**src/rtl/dm_store_buffer.sv**
```systemverilog
// +-----------------------------------------------------------------------------
// | Module      : dm_store_buffer
// | Description : Posted-write FIFO between the store path and data memory, with
// |               alignment rejection and word-granular load-hazard detection.
// | Revision    : 1.0 - initial release
// +-----------------------------------------------------------------------------
`default_nettype none

module dm_store_buffer #(
  parameter int DEPTH = 4,
  parameter int AW    = 32
) (
  input  logic                     Clk,
  input  logic                     Reset,
  input  logic                     st_valid,
  input  logic [AW-1:0]            st_addr,
  input  logic [31:0]              st_data,
  input  logic                     st_byte,
  input  logic                     st_hbyte,
  input  logic [31:0]              st_pc,
  output logic                     st_ready,
  output logic                     st_err,
  input  logic                     ld_valid,
  input  logic [AW-1:0]            ld_addr,
  output logic                     ld_stall,
  input  logic                     drain_en,
  output logic                     dm_WrEn,
  output logic [AW-1:0]            dm_MemAddr,
  output logic [31:0]              dm_DataIn,
  output logic                     dm_Byte,
  output logic                     dm_HByte,
  output logic [31:0]              dm_pc,
  output logic [$clog2(DEPTH):0]   count,
  output logic                     empty
);

  localparam int c_PW = $clog2(DEPTH);
  localparam logic [c_PW:0] c_FULL = (c_PW + 1)'(DEPTH);

  logic [AW-1:0]      r_addrMem  [DEPTH];
  logic [31:0]        r_dataMem  [DEPTH];
  logic [31:0]        r_pcMem    [DEPTH];
  logic               r_byteMem  [DEPTH];
  logic               r_hbyteMem [DEPTH];

  logic [c_PW-1:0]    r_wrPtr;
  logic [c_PW-1:0]    r_rdPtr;
  logic [c_PW:0]      r_count;
  logic [DEPTH-1:0]   r_valid;
  logic               r_err;

  logic               w_empty;
  logic               w_aligned;
  logic               w_accept;
  logic               w_push;
  logic               w_pop;
  logic               w_hit;
  logic [DEPTH-1:0]   w_validNext;

  assign w_empty   = (r_count == '0);
  assign st_ready  = (r_count < c_FULL);
  assign w_aligned = st_byte ? 1'b1 :
                     st_hbyte ? ~st_addr[0] : (st_addr[1:0] == 2'b00);
  assign w_accept  = st_valid && st_ready;
  assign w_push    = w_accept && w_aligned;
  assign w_pop     = !w_empty && drain_en;

  // Per-slot valid bits let the hazard compare scan slots without pointer math.
  always_comb begin
    w_validNext = r_valid;
    if (w_pop)  w_validNext[r_rdPtr] = 1'b0;
    if (w_push) w_validNext[r_wrPtr] = 1'b1;
  end

  // A draining entry still blocks; so does the store being pushed this cycle.
  always_comb begin
    w_hit = 1'b0;
    for (int i = 0; i < DEPTH; i++) begin
      if (r_valid[i] && (r_addrMem[i][AW-1:2] == ld_addr[AW-1:2])) w_hit = 1'b1;
    end
    if (w_push && (st_addr[AW-1:2] == ld_addr[AW-1:2])) w_hit = 1'b1;
  end

  assign ld_stall = ld_valid && !Reset && w_hit;

  always_ff @(posedge Clk) begin
    if (w_push) begin
      r_addrMem[r_wrPtr]  <= st_addr;
      r_dataMem[r_wrPtr]  <= st_data;
      r_pcMem[r_wrPtr]    <= st_pc;
      r_byteMem[r_wrPtr]  <= st_byte;
      r_hbyteMem[r_wrPtr] <= st_hbyte & ~st_byte;
    end
  end

  always_ff @(posedge Clk or posedge Reset) begin
    if (Reset) begin
      r_wrPtr <= '0;
      r_rdPtr <= '0;
      r_count <= '0;
      r_valid <= '0;
      r_err   <= 1'b0;
    end else begin
      r_err   <= w_accept && !w_aligned;
      r_valid <= w_validNext;
      if (w_push) r_wrPtr <= r_wrPtr + c_PW'(1);
      if (w_pop)  r_rdPtr <= r_rdPtr + c_PW'(1);
      case ({w_push, w_pop})
        2'b10:   r_count <= r_count + (c_PW + 1)'(1);
        2'b01:   r_count <= r_count - (c_PW + 1)'(1);
        default: r_count <= r_count;
      endcase
    end
  end

  assign st_err     = r_err;
  assign count      = r_count;
  assign empty      = w_empty;
  assign dm_WrEn    = w_pop;
  assign dm_MemAddr = w_empty ? '0    : r_addrMem[r_rdPtr];
  assign dm_DataIn  = w_empty ? '0    : r_dataMem[r_rdPtr];
  assign dm_pc      = w_empty ? '0    : r_pcMem[r_rdPtr];
  assign dm_Byte    = w_empty ? 1'b0  : r_byteMem[r_rdPtr];
  assign dm_HByte   = w_empty ? 1'b0  : r_hbyteMem[r_rdPtr];

endmodule

`default_nettype wire

```
**config.mk**
```make
export PLATFORM = sky130hd
export DESIGN_NAME = dm_store_buffer
export DESIGN_NICKNAME = d
export VERILOG_FILES = /design/src/rtl/dm_store_buffer.sv
export SDC_FILE = /design/constraint.sdc
export NUM_CORES = 1
export LEC_CHECK = 0
export CAP_MARGIN = 25
export CORE_MARGIN = 2
export CORE_UTILIZATION = 59
export DETAILED_ROUTE_END_ITERATION = 12
export HOLD_SLACK_MARGIN = 0.15
export PLACE_DENSITY = 0.91
export SLEW_MARGIN = 20
export SYNTH_ARGS = -nofsm -noshare
export SYNTH_HDL_FRONTEND = slang
export SYNTH_SLANG_ARGS = --single-unit
```
**constraint.sdc**
```tcl
create_clock -name Clk -period 9.6 [get_ports Clk]
set_clock_uncertainty 0.1 [all_clocks]
set_input_delay 1.44 -clock Clk [delete_from_list [all_inputs] [get_ports Clk]]
set_output_delay 1.44 -clock Clk [all_outputs]
set_load 0.01 [all_outputs]
```
### Word level (Yosys, flattened, before mapping)

Memory sizes are Yosys's and may differ from the RTL's.
Index checks and enable logic that the tools add are counted.
W data, S select, Z words.

* $add $sub $neg: 4
* bitwise logic cells: 6
* reduce and logical (&&, ||, !) cells: 19
* muxes and demuxes: 21
* equality and inequality tests: 7
* magnitude comparators: 5

Operators with widths (number)
* $eq A30 B30 Y1: 5
* $mux W32: 3
* $logic_and A1 B1 Y1: 13
* $mux W1: 13
* $mux W4: 2
* $lt A2 B3 Y1 const B: 2
* $pmux W3 S2: 1
* $add A2 B1 Y2 const B: 2
* $and A4 B4 Y4: 1
* $demux W1 S2: 2
* $ge A2 B1 Y1 const B: 2
* $not A4 Y4: 1
* $or A4 B4 Y4: 1
* $add A3 B1 Y3 const B: 1
* $logic_not A1 Y1: 3
* $logic_not A3 Y1: 1
* $lt A3 B3 Y1 const B: 1
* $sub A3 B1 Y3 const B: 1
* $eq A2 B1 Y1 const B: 1
* $eq A2 B2 Y1 const B: 1
* $logic_not A2 Y1: 1
* $not A1 Y1: 2
* $reduce_bool A2 Y1: 1
* $and A1 B1 Y1: 1

* input bits: 135
* memories kept: 5
* bits in registers: 12
* output and inout bits: 106
* RAM bits: 392

Memory list
* r_addrMem: depth 4, bits a word 32, read ports 5, clocked after memory_dff 0, write ports 1, line 40 `logic [AW-1:0] r_addrMem [DEPTH];`
* r_dataMem: depth 4, bits a word 32, read ports 1, clocked after memory_dff 0, write ports 1, line 41 `logic [31:0] r_dataMem [DEPTH];`
* r_pcMem: depth 4, bits a word 32, read ports 1, clocked after memory_dff 0, write ports 1, line 42 `logic [31:0] r_pcMem [DEPTH];`
* r_byteMem: depth 4, bits a word 1, read ports 1, clocked after memory_dff 0, write ports 1, line 43 `logic r_byteMem [DEPTH];`
* r_hbyteMem: depth 4, bits a word 1, read ports 1, clocked after memory_dff 0, write ports 1, line 44 `logic r_hbyteMem [DEPTH];`

### Depth between registers and ports, before layout

Gate-level depths: netlist of run 1.

* word-level depth: 9
* mapped depth: 11
* depth with buffers taken out: 10

### Worst setup path before layout of run 1

No wires, ideal clock.

* kind: input -> register
* start point: in st_addr[1]
* end point: mem r_addrMem[0][0] (enable)
* stages: 5
* data arrival time: 4311 ps
* setup slack: 4720 ps
* required time: 9031 ps
* library setup time: 469 ps
* path through: nor2b_1 > o21bai_1 > and3_1 > buf_2 > and2_1

* cells in the longest elaborated chain, start to end: 6

Ends and longest elaborated chain
* from (decl): line 16 `input logic [AW-1:0] st_addr,`
* $logic_not A2 Y1: line 63 `st_hbyte ? ~st_addr[0] : (st_addr[1:0] == 2'b00);`
* $mux W1: line 63
* $mux W1: line 62 `assign w_aligned = st_byte ? 1'b1 :`
* $logic_and A1 B1 Y1: line 65 `assign w_push = w_accept && w_aligned;`
* $mux W1: line 87 `if (w_push) begin`
* $mux W1 (implied by the code): line 88 `r_addrMem[r_wrPtr] <= st_addr;`
* to (decl): line 40

Every way passes these cells.

### Worst setup path in the final report of run 1

* start point: in ld_addr[24]
* end point: out ld_stall

* cells in the longest elaborated chain, start to end: 8

Ends and longest elaborated chain
* from (decl): line 24 `input logic [AW-1:0] ld_addr,`
* $eq A30 B30 Y1: line 79 `if (r_valid[i] && (r_addrMem[i][AW-1:2] == ld_addr[AW-1:2])) w_hit = 1'b1;`
* $logic_and A1 B1 Y1: line 79
* $mux W1 (4 in a row): line 79
* $mux W1 (*): line 81 `if (w_push && (st_addr[AW-1:2] == ld_addr[AW-1:2])) w_hit = 1'b1;`
* $logic_and A1 B1 Y1 (*): line 84 `assign ld_stall = ld_valid && !Reset && w_hit;`
* to (decl): line 25 `output logic ld_stall,`

Every way passes the cells marked *; elsewhere a longest branch is shown, timed or not.

==> results.rst, run 1 <==
.. list-table::
   :header-rows: 1

   * - Metric
     - Value
   * - Count of input and output buffers
     - 238
   * - Die area
     - 30700 µm²
   * - Per-cell routed wire length
     - 25.3 µm
   * - Via count of the first global-routing pass
     - 9631
   * - Gate count of the mapped netlist
     - 918
   * - Most numerous cell in the Yosys netlist
     - sky130_fd_sc_hd__edfxtp_1
   * - Highest achievable clock rate
     - 170 MHz
   * - Leading cell types by total area after synthesis
     - sky130_fd_sc_hd__edfxtp_1 68%, sky130_fd_sc_hd__mux4_2 13%, sky130_fd_sc_hd__xnor2_1 6.7%
   * - Synth-to-layout area growth
     - 21.8%
   * - RD Place Congestion
     - 0.926
   * - Shortest period the worst path allows
     - 5890 ps
   * - Area share of the largest cell type after synthesis
     - 0.681
   * - RSZ-0062 raised after global routing
     - false
   * - Row cnt
     - 62
   * - Via count
     - 9231
   * - Static leakage power
     - 6.74 nW
   * - Top layer reached by signal wires
     - met5
   * - Count of H-tree levels built during CTS
     - 2
   * - Routed via count divided by cell count
     - 5.93
   * - Post-synth EDFFs
     - 392
   * - Register area share after synthesis
     - 0.698
   * - Slew at the pin closest to its max-slew limit
     - 1030 ps
   * - Antenna-violating nets left
     - 0
   * - Worst-path maximum fanout
     - 5
   * - CTS Buffer Depth
     - 3
   * - CTS-repair resized insts
     - 0
   * - Count of final max-slew check failures
     - 0
   * - Crit start category
     - primary input
   * - Estimated wirelength of the detail-placed design
     - 24900 µm
   * - Clock transition at path regs
     - 50 ps
   * - Distinct cells, synth
     - 32
   * - Period utilization
     - 0.613
   * - Largest area contributor in the netlist
     - sky130_fd_sc_hd__edfxtp_1
   * - Placeable core region
     - 28800 µm²
   * - Synth top cells by count
     - 392 x sky130_fd_sc_hd__edfxtp_1, 132 x sky130_fd_sc_hd__xnor2_1, 98 x sky130_fd_sc_hd__mux4_2
   * - Net count after synthesis
     - 1063
   * - I/O pins
     - 241
   * - Synthesized cell area
     - 17300 µm²
   * - Dominant cell type by count on the critical path
     - sky130_fd_sc_hd__clkdlybuf4s50_1
   * - Flop and latch count out of synthesis
     - 404
   * - Flip-flop cell with the highest count after synthesis
     - sky130_fd_sc_hd__edfxtp_1
   * - Endpoints failing setup
     - 0
   * - Final layout net count
     - 1289
   * - Capturing element type of the critical path
     - primary output
   * - Yosys warns
     - 0
   * - Class of the most critical setup path
     - primary input to primary output
   * - Worst slew margin
     - 0.316
   * - Syn_area_per_cell
     - 18.8 µm²
   * - Post-route insts no fill
     - 1557
   * - Total clock buffers created by CTS
     - 41
   * - Vertical die dimension
     - 175 µm
   * - Routed metal-1 wire length
     - 14700 µm
   * - Post-layout worst setup margin
     - 3710 ps
   * - Worst min-delay path class
     - flip-flop to flip-flop
   * - Data arrival time at the worst-slack endpoint
     - 4350 ps
   * - Worst slack at placement
     - 3900 ps
   * - Setup Buffers After CTS
     - 0
   * - Final standard cell utilization of the core
     - 0.732
   * - Root Driver
     - sky130_fd_sc_hd__clkbuf_16
   * - Global router's overall resource usage
     - 0.257
   * - Ys async rst share
     - 0.0297
   * - Total length of routed met2 wires
     - 20100 µm
   * - Largest stage delay, worst path
     - 630 ps
   * - Maximum number of pins on one net before global-route repair
     - 70
   * - Clock tree from TritonCTS
     - yes
   * - Tightest hold margin
     - 406 ps
   * - Initial antenna violation count
     - 4
   * - Initial DRC Count
     - 825
   * - Final routed DRC violation total
     - 0
   * - Ratio of cells with drive above 1 in the final layout
     - 0.144
   * - Setup TNS Final
     - 0 ps
   * - Ordered cell list for the critical path
     - clkdlybuf4s50_1 -> xnor2_1 -> nand4_1 -> nor4_1 -> nand3_1 -> a41oi_1 -> clkdlybuf4s50_1
   * - Global-route wire length before repair
     - 58500 µm
   * - Outcome
     - finished, final reports clean
   * - Grt total ovfl
     - 0
   * - Met3 WL post-DR
     - 3620 µm
   * - Number of clock sinks
     - 404
   * - Worst supply voltage drop on vdd
     - 0.272 mV
   * - Latest clock arrival within the worst-skew pair
     - 520 ps
   * - Max Cap Violations
     - 0
   * - Total power divided by cell area
     - 273 nW/µm²
   * - Number of optimization iterations in the first detailed-route pass
     - 5
   * - Effective utilization at floorplan
     - 0.601
   * - Critical Path Slowest Stage Cell
     - sky130_fd_sc_hd__clkdlybuf4s50_1
   * - Die X-Extent
     - 175 µm
   * - Required arrival time at the worst endpoint
     - 8060 ps
   * - Post-cts hold buffer count
     - 0
   * - Count of final hold-check violations
     - 0
   * - Drt total wl
     - 39400 µm
   * - Placed cells
     - 1485
-- power by group --
group	switching, W	internal [W]
combinational	0.000912	0.00114
sequential	0.000150	0.00214
clock	0.000633	0.000785
total	0.00169	0.00407
-- through the flow --
step / cell area, µm² / total power, W
4_1_cts: 21100 / 0.00581
3_5_place_dp: 19900 / 0.00437
3_3_place_gp: 19900 / 0.00433
2_1_floorplan: 17300 / 0.00346
5_1_grt: 21100 / 0.00599
6_report: 21100 / 0.00576
-- cells in the final DEF, fill, tap and decap left out, types with 2 or more instances in the layout --
master / Yosys / final
sky130_fd_sc_hd__edfxtp_1: 392 / 392
sky130_fd_sc_hd__clkdlybuf4s50_1: 0 / 238
sky130_fd_sc_hd__xnor2_1: 132 / 132
sky130_fd_sc_hd__mux4_2: 98 / 98
sky130_fd_sc_hd__nor2b_1: 95 / 95
sky130_fd_sc_hd__clkbuf_16: 0 / 41
sky130_fd_sc_hd__nand4_1: 33 / 33
sky130_fd_sc_hd__xor2_1: 23 / 23
sky130_fd_sc_hd__nor4_1: 14 / 14
sky130_fd_sc_hd__inv_1: 10 / 10
sky130_fd_sc_hd__dfrtp_1: 12 / 10
sky130_fd_sc_hd__ha_1: 9 / 9
sky130_fd_sc_hd__clkinv_1: 0 / 9
sky130_fd_sc_hd__buf_4: 9 / 9
sky130_fd_sc_hd__nand2_1: 8 / 8
sky130_fd_sc_hd__clkbuf_1: 11 / 7
sky130_fd_sc_hd__clkinv_2: 0 / 6
sky130_fd_sc_hd__diode_2: 0 / 4
sky130_fd_sc_hd__and2b_1: 4 / 4
sky130_fd_sc_hd__and2_4: 0 / 4
sky130_fd_sc_hd__a21o_1: 4 / 4
sky130_fd_sc_hd__nand3_1: 3 / 3
sky130_fd_sc_hd__nor2b_4: 2 / 2
sky130_fd_sc_hd__clkinv_8: 0 / 2
sky130_fd_sc_hd__dfrtp_4: 0 / 2
-- registers in the layout, summed over array words and instances (netlist names), 2 cells and up --
name	cells
count	3
r_addrMem	128
r_byteMem	4
r_dataMem	128
r_hbyteMem	4
r_pcMem	128
r_rdPtr	2
r_valid	4
r_wrPtr	2
-- critical path, delay by kind of cell --
family	cells	cell delay, ps
compound gates	1	430
xor+xnor	1	340
buf+inv	2	1190
simple gates	3	940
-- cell families (layout without fill, tap and decap cells) --
group	after synthesis	in the layout	share of synthesized area
flip-flops	404	404	0.698
adder cells (fa/ha/maj)	10	10	0.00767
buffers and inverters	74	325	0.0233
multiplexers	99	99	0.128
other	0	4	0
XOR/XNOR	155	155	0.0785
AO/OA/AOI/OAI	9	9	0.00369
AND/OR/NAND/NOR	167	167	0.0604
-- final timing paths --
kind / startpoint / to / slack (ps) / cells after the start
hold reg to reg: r_valid[1] / r_valid[1] / 410 / 1
setup / recovery: ld_addr[24] / ld_stall / 3710 / 7
setup reg to reg: count[2] / r_pcMem[2][16] / 6590 / 4
max in group asynchronous: Reset / r_rdPtr[0] / 7820 / 2
hold / removal: r_valid[1] / r_valid[1] / 410 / 1
min in group asynchronous: Reset / count[1] / 1160 / 2
-- metal layers --
layer,vias up,track usage
met5,-,0
met4,2,0.0722
met3,59,0.0738
met2,434,0.430
met1,4740,0.333
li1,3996,-
-- cell type report --
| cell class | instances | area [µm²] |
|---|---|---|
| Sequential cell | 404 | 12100 |
| Fill cell | 1672 | 7710 |
| Clock inverter | 20 | 125 |
| Timing Repair Buffer | 247 | 2450 |
| Clock buffer | 48 | 1050 |
| Inverter | 10 | 37.5 |
| Tap cell | 384 | 480 |
| Antenna cell | 4 | 10.0 |
| Multi-Input combinational cell | 440 | 4830 |
No activity file was read; power rests on OpenSTA's default activity.
==> inputs of run 2 (changes only) <==
CORE_UTILIZATION = 55   (was 59)
PLACE_DENSITY = 0.86   (was 0.91)
clock period = 5.5 ns   (was 9.6 ns; I/O delays follow)
==> results.rst, run 2 (synthesis gave the netlist of run 1 again) <==
.. list-table::
   :header-rows: 1

   * - Metric
     - Value
   * - Launch instance of the worst min-delay path
     - r_valid[1]
   * - Shortest period the worst path allows
     - 4490 ps
   * - Clock transition at path regs
     - 60 ps (about the same)
   * - Portion of total power attributed to the clock network
     - 0.255 (+0.009)
   * - Regs by FF count
     - r_addrMem: 128 flops, r_dataMem: 128 flops, r_pcMem: 128 flops
   * - Multi-input logic area
     - 4830 µm² (unchanged)
   * - Final routed DRC violation total
     - 0 (unchanged)
   * - Cell class contributing the biggest share of worst-path delay
     - buffers and inverters
   * - Root Driver
     - sky130_fd_sc_hd__clkbuf_16
   * - Latest clock arrival within the worst-skew pair
     - 520 ps (about the same)
   * - Vertical die dimension
     - 181 µm (+3.5%)
   * - Worst supply voltage drop on vdd
     - 0.432 mV (+59%)
   * - Number of clock sinks
     - 404 (unchanged)
   * - Global router's overall resource usage
     - 0.239 (-0.0182)
   * - Worst path bufs/invs
     - 2 (unchanged)
   * - Static leakage power
     - 6.82 nW (+1.1%)
   * - Critical Path Slowest Stage Cell
     - sky130_fd_sc_hd__clkdlybuf4s50_1
   * - Grt total ovfl
     - 0 (unchanged)
   * - Count of input and output buffers
     - 238 (unchanged)
   * - Dominant cell type by count on the critical path
     - sky130_fd_sc_hd__clkdlybuf4s50_1
   * - Per-cell routed wire length
     - 24.8 µm (-1.9%)
   * - Estimated wirelength of the detail-placed design
     - 24900 µm (about the same)
   * - Placeable core region
     - 30700 µm² (+6.8%)
   * - Final-layout fill cell count
     - 1947 (+16%)
   * - Die X-Extent
     - 181 µm (+3.5%)
   * - Clock tree from TritonCTS
     - yes
   * - Switching power as a share of total power
     - 0.289 (-0.00516)
   * - Row cnt
     - 64 (+3.2%)
   * - Worst min-delay path class
     - flip-flop to flip-flop
   * - RSZ-0062 raised after global routing
     - false
   * - Ratio of cells with drive above 1 in the final layout
     - 0.144 (+0.000722)
   * - Antenna-violating nets left
     - 0 (unchanged)
   * - Largest stage delay, worst path
     - 600 ps (-30 ps)
   * - Launch point of the worst path
     - ld_addr[2]
   * - CTS Buffer Depth
     - 3 (unchanged)
   * - Required arrival time at the worst endpoint
     - 4580 ps (-3480 ps)
   * - Number of optimization iterations in the first detailed-route pass
     - 5 (unchanged)
   * - Endpoints failing setup
     - 0 (unchanged)
   * - Post-cts hold buffer count
     - 0 (unchanged)
   * - Maximum number of pins on one net before global-route repair
     - 100 (+43%)
   * - Effective utilization at floorplan
     - 0.562 (-0.0385)
   * - Ordered cell list for the critical path
     - clkdlybuf4s50_1 -> xnor2_1 -> nand4_1 -> nor4_1 -> nand3_1 -> a41oi_1 -> clkdlybuf4s50_1
   * - Setup Buffers After CTS
     - 0 (unchanged)
   * - Worst slew margin
     - 0.437 (+0.121)
   * - RD Place Congestion
     - 0.874 (-5.6%)
   * - Slew at the pin closest to its max-slew limit
     - 844 ps (-182 ps)
   * - Final Power
     - 0.0102 W (+78%)
   * - Data arrival time at the worst-slack endpoint
     - 3570 ps (-780 ps)
   * - Final standard cell utilization of the core
     - 0.692 (-0.0400)
   * - Class of the most critical setup path
     - primary input to primary output
   * - Via count of the first global-routing pass
     - 9740 (+1.1%)
   * - Drt total wl
     - 39100 µm (-0.79%)
   * - Routed via count divided by cell count
     - 5.89 (-0.70%)
   * - Crit start category
     - primary input
   * - Synth-to-layout area growth
     - 23.1%
   * - Period utilization
     - 0.817
   * - Die area
     - 32900 µm² (+7.1%)
   * - Fin area
     - 21300 µm² (+1.0%)
   * - Power Internal
     - 0.00727 W (+79%)
   * - Comb pwr share
     - 0.353 (-0.003)
   * - Area after detailed placement
     - 20000 µm² (+0.69%)
   * - Count of final max-slew check failures
     - 0 (unchanged)
   * - CTS-repair resized insts
     - 0 (unchanged)
   * - Capturing element type of the critical path
     - primary output
   * - Launch point of the worst reg-to-reg path
     - count[2]
   * - I/O pins
     - 241 (unchanged)
   * - Sequential standard cell area
     - 12100 µm² (unchanged)
   * - Initial antenna violation count
     - 4 (unchanged)
   * - Highest-count cells in the layout ignoring fill and taps
     - 392 x sky130_fd_sc_hd__edfxtp_1, 238 x sky130_fd_sc_hd__clkdlybuf4s50_1, 132 x sky130_fd_sc_hd__xnor2_1
   * - Total power divided by cell area
     - 481 nW/µm² (+76%)
   * - Leading cell type in the layout, fill and taps excluded
     - sky130_fd_sc_hd__edfxtp_1
   * - Net Switching
     - 0.00296 W (+74%)
   * - Outcome
     - finished, final reports clean
   * - Count of H-tree levels built during CTS
     - 2 (unchanged)
   * - Global-route wire length before repair
     - 58400 µm (-0.18%)
   * - Via count
     - 9272 (+0.44%)
   * - Count of final hold-check violations
     - 0 (unchanged)
   * - Worst-path maximum fanout
     - 5 (unchanged)
   * - Highest achievable clock rate
     - 223 MHz
   * - Power share of the sequential group
     - 0.392 (-0.006)
   * - Initial DRC Count
     - 736 (-11%)
   * - Total clock buffers created by CTS
     - 40 (-2.4%)
   * - Final layout net count
     - 1291 (+0.16%)
   * - Setup TNS Final
     - 0 ps (unchanged)
   * - Max Cap Violations
     - 0 (unchanged)
run 2: cell type report:
cell class	count	share of cell area
diodes	2	0.000235
clock buffers	56	0.0523
clock inverters	17	0.00670
inverters	10	0.00176
multi-input cells	440	0.227
flip-flops and latches	404	0.568
well taps	396	0.0233
repair buffers	250	0.121
run 2: per-stage QoR:
step	hold slack, ps	instances	setup slack, ps
after floorplan	349	918	1230
after global placement	366	1500	1120
after detailed placement	377	1500	1090
after CTS	394	1573	1080
after global routing	414	1574	917
final	404	1575	1010
run 2: power groups by stage:
stage / clock network [W] / registers, W / logic [W]
after global routing: 0.00277 / 0.00404 / 0.00384
final: 0.00261 / 0.00401 / 0.00361
after global placement: 0 / 0.00405 / 0.00358
after CTS: 0.00265 / 0.00401 / 0.00366
after floorplan: 0 / 0.00391 / 0.00214
after detailed placement: 0 / 0.00408 / 0.00362
run 2: worst paths after layout:
kind                                          to  slack, ps  cells after the start
worst max-delay path                    ld_stall       1010                      7
worst min-delay path                  r_valid[1]        400                      1
worst max register to register  r_dataMem[3][23]       2960                      4
worst min register to register        r_valid[1]        400                      1
max in group asynchronous             r_rdPtr[0]       4330                      2
min in group asynchronous             r_valid[2]        560                      2
run 2: layer usage:
metal | wire length, µm | vias up | global-route usage
met1 | 14700 | 4698 | 0.309
met2 | 18800 | 488 | 0.384
met4 | 1370 | 4 | 0.0855
li1 | - | 3993 | -
met3 | 4210 | 89 | 0.0778
met5 | 27 | - | 0
==> inputs of run 3 (changes only) <==
clock period = 4.3 ns   (was 5.5 ns; I/O delays follow)
==> results.rst, run 3 (synthesis gave the netlist of run 1 again) <==
.. list-table::
   :header-rows: 1

   * - Metric
     - Value
   * - Post-cts hold buffer count
     - 0 (unchanged)
   * - Switching power as a share of total power
     - 0.290 (+0.000789)
   * - Setup TNS Final
     - 0 ps (unchanged)
   * - Worst slew margin
     - 0.438 (+0.000606)
   * - Placeable core region
     - 30700 µm² (unchanged)
   * - Post-layout worst setup margin
     - 280 ps (-727 ps)
   * - Estimated wirelength of the detail-placed design
     - 25700 µm (+3.1%)
   * - RD Place Congestion
     - 0.920 (+5.3%)
   * - Period utilization
     - 0.935
   * - Class of the most critical setup path
     - primary input to primary output
   * - Shortest period the worst path allows
     - 4020 ps
   * - Highest achievable clock rate
     - 249 MHz
   * - Reg-to-reg endpoint
     - r_pcMem[0][13]
   * - Static leakage power
     - 6.89 nW (+1.1%)
   * - Cell class contributing the biggest share of worst-path delay
     - buffers and inverters
   * - Clock tree from TritonCTS
     - yes
   * - Per-cell routed wire length
     - 24.9 µm (+0.24%)
   * - Routed via count divided by cell count
     - 5.82 (-1.2%)
   * - Worst-path maximum fanout
     - 5 (unchanged)
   * - Worst-case register-to-register setup slack
     - 1940 ps (-1020 ps)
   * - Slew at the pin closest to its max-slew limit
     - 843 ps (-0.909 ps)
   * - Total power divided by cell area
     - 614 nW/µm² (+28%)
   * - Power share of the sequential group
     - 0.388 (-0.004)
   * - Ordered cell list for the critical path
     - clkdlybuf4s50_1 -> xnor2_1 -> nand4_1 -> nor4_1 -> nand4_1 -> a41oi_1 -> clkdlybuf4s50_1
   * - Count of H-tree levels built during CTS
     - 2 (unchanged)
   * - Die area
     - 32900 µm² (unchanged)
   * - Count of final max-slew check failures
     - 0 (unchanged)
   * - Worst slack at placement
     - 366 ps (-722 ps)
   * - RSZ-0062 raised after global routing
     - false
   * - Worst min-delay path class
     - primary input to asynchronous set/reset pin
   * - Data arrival time at the worst-slack endpoint
     - 3270 ps (-300 ps)
   * - Max Cap Violations
     - 0 (unchanged)
   * - Endpoints failing setup
     - 0 (unchanged)
   * - Total clock buffers created by CTS
     - 41 (+2.5%)
   * - Launch point of the worst reg-to-reg path
     - count[2]
   * - Area after detailed placement
     - 20100 µm² (+0.66%)
   * - Synth-to-layout area growth
     - 23.9%
   * - Via count of the first global-routing pass
     - 9949 (+2.1%)
   * - Leading cell type in the layout, fill and taps excluded
     - sky130_fd_sc_hd__edfxtp_1
   * - Maximum number of pins on one net before global-route repair
     - 68 (-32%)
   * - Count of final hold-check violations
     - 0 (unchanged)
   * - Largest stage delay, worst path
     - 610 ps (about the same)
   * - Vertical die dimension
     - 181 µm (unchanged)
   * - Portion of total power attributed to the clock network
     - 0.253 (-0.002)
   * - Global-route wire length before repair
     - 60000 µm (+2.8%)
   * - Net Switching
     - 0.00381 W (+29%)
   * - Regs by FF count
     - r_addrMem: 128 flops, r_dataMem: 128 flops, r_pcMem: 128 flops
   * - Via count
     - 9229 (-0.46%)
   * - Critical Path Slowest Stage Cell
     - sky130_fd_sc_hd__clkdlybuf4s50_1
   * - R2R cell count
     - 5 (+1)
   * - Global-route met2 utilization
     - 0.413 (+0.0294)
   * - Number of optimization iterations in the first detailed-route pass
     - 5 (unchanged)
   * - Worst supply voltage drop on vdd
     - 0.551 mV (+28%)
   * - Met3 track demand over resource
     - 0.0734 (-0.00443)
   * - Root Driver
     - sky130_fd_sc_hd__clkbuf_16
   * - Final layout net count
     - 1303 (+0.93%)
   * - Fin area
     - 21400 µm² (+0.67%)
   * - Initial DRC Count
     - 785 (+6.7%)
   * - Row cnt
     - 64 (unchanged)
   * - Antenna-violating nets left
     - 0 (unchanged)
   * - Comb pwr share
     - 0.359 (+0.006)
   * - I/O pins
     - 241 (unchanged)
   * - Highest-count cells in the layout ignoring fill and taps
     - 392 x sky130_fd_sc_hd__edfxtp_1, 238 x sky130_fd_sc_hd__clkdlybuf4s50_1, 132 x sky130_fd_sc_hd__xnor2_1
   * - Effective utilization at floorplan
     - 0.562 (unchanged)
   * - Final routed DRC violation total
     - 0 (unchanged)
   * - Required arrival time at the worst endpoint
     - 3560 ps (-1020 ps)
   * - Crit start category
     - primary input
   * - Worst path bufs/invs
     - 2 (unchanged)
   * - Initial antenna violation count
     - 2 (-2)
   * - Number of clock sinks
     - 404 (unchanged)
   * - Setup Buffers After CTS
     - 0 (unchanged)
   * - Layer with the highest usage
     - met2
   * - Die X-Extent
     - 181 µm (unchanged)
   * - CTS Buffer Depth
     - 3 (unchanged)
   * - Global router's overall resource usage
     - 0.246 (+0.00664)
   * - Drt total wl
     - 39500 µm (+1.0%)
   * - Met1 track demand over resource in global routing
     - 0.309 (+0.000409)
   * - Outcome
     - finished, final reports clean
   * - Latest clock arrival within the worst-skew pair
     - 500 ps (-20 ps)
   * - Grt total ovfl
     - 0 (unchanged)
   * - CTS-repair resized insts
     - 0 (unchanged)
   * - Capturing element type of the critical path
     - primary output
   * - Ratio of cells with drive above 1 in the final layout
     - 0.156 (+0.0112)
   * - Clock transition at path regs
     - 60 ps (about the same)
   * - Count of input and output buffers
     - 238 (unchanged)
   * - Power Internal
     - 0.00935 W (+29%)
[run 3: how the worst max path moves through the flow]
| stage | to | startpoint | cells past startpoint | slack (ps) |
|---|---|---|---|---|
| floorplan | r_addrMem[0][0] | st_addr[1] | 5 | 210 |
| global placement | ld_stall | ld_addr[8] | 7 | 360 |
| detailed placement | ld_stall | ld_addr[8] | 7 | 370 |
| CTS | ld_stall | ld_addr[8] | 7 | 350 |
| global route | ld_stall | ld_addr[29] | 7 | 210 |
| finish | ld_stall | ld_addr[19] | 7 | 280 |
[run 3: area by class of cell]
class / count / area, µm²
diodes: 2 / 5.00
repair buffers: 261 / 2710
well taps: 396 / 495
flip-flops and latches: 404 / 12100
clock buffers: 50 / 1090
inverters: 10 / 37.5
multi-input cells: 440 / 4830
clock inverters: 24 / 175
fillers: 1915 / 9330
[run 3: metrics by stage]
step           cells  hold slack [ps]  utilization  power (W)
5_1_grt         1586              353        0.696     0.0137
3_5_place_dp    1511              379        0.655    0.00990
4_1_cts         1585              331        0.696     0.0133
3_3_place_gp    1511              379        0.655    0.00983
2_1_floorplan    918              349            -    0.00774
6_report        1587              351        0.697     0.0132
[run 3: worst register-to-register path: cells and delay by family (launching register included)]
| family | cells | cell delay [ps] |
|---|---|---|
| buffers and inverters | 3 | 690 |
| DFF | 1 | 450 |
| and+or+nand+nor | 2 | 790 |
[run 3: power groups by stage]
stage               Sequential, W  Combinational (W)  Clock, W
detailed placement        0.00519            0.00471         0
floorplan                 0.00500            0.00274         0
finish                    0.00511            0.00472   0.00333
CTS                       0.00511            0.00478   0.00339
global route              0.00515            0.00504   0.00355
global placement          0.00516            0.00467         0
[run 3: layer usage]
layer / up-vias / wire length, µm
met5: - / 0
met2: 421 / 19800
met4: 0 / 1160
met3: 76 / 3630
li1: 4036 / -
met1: 4696 / 14900
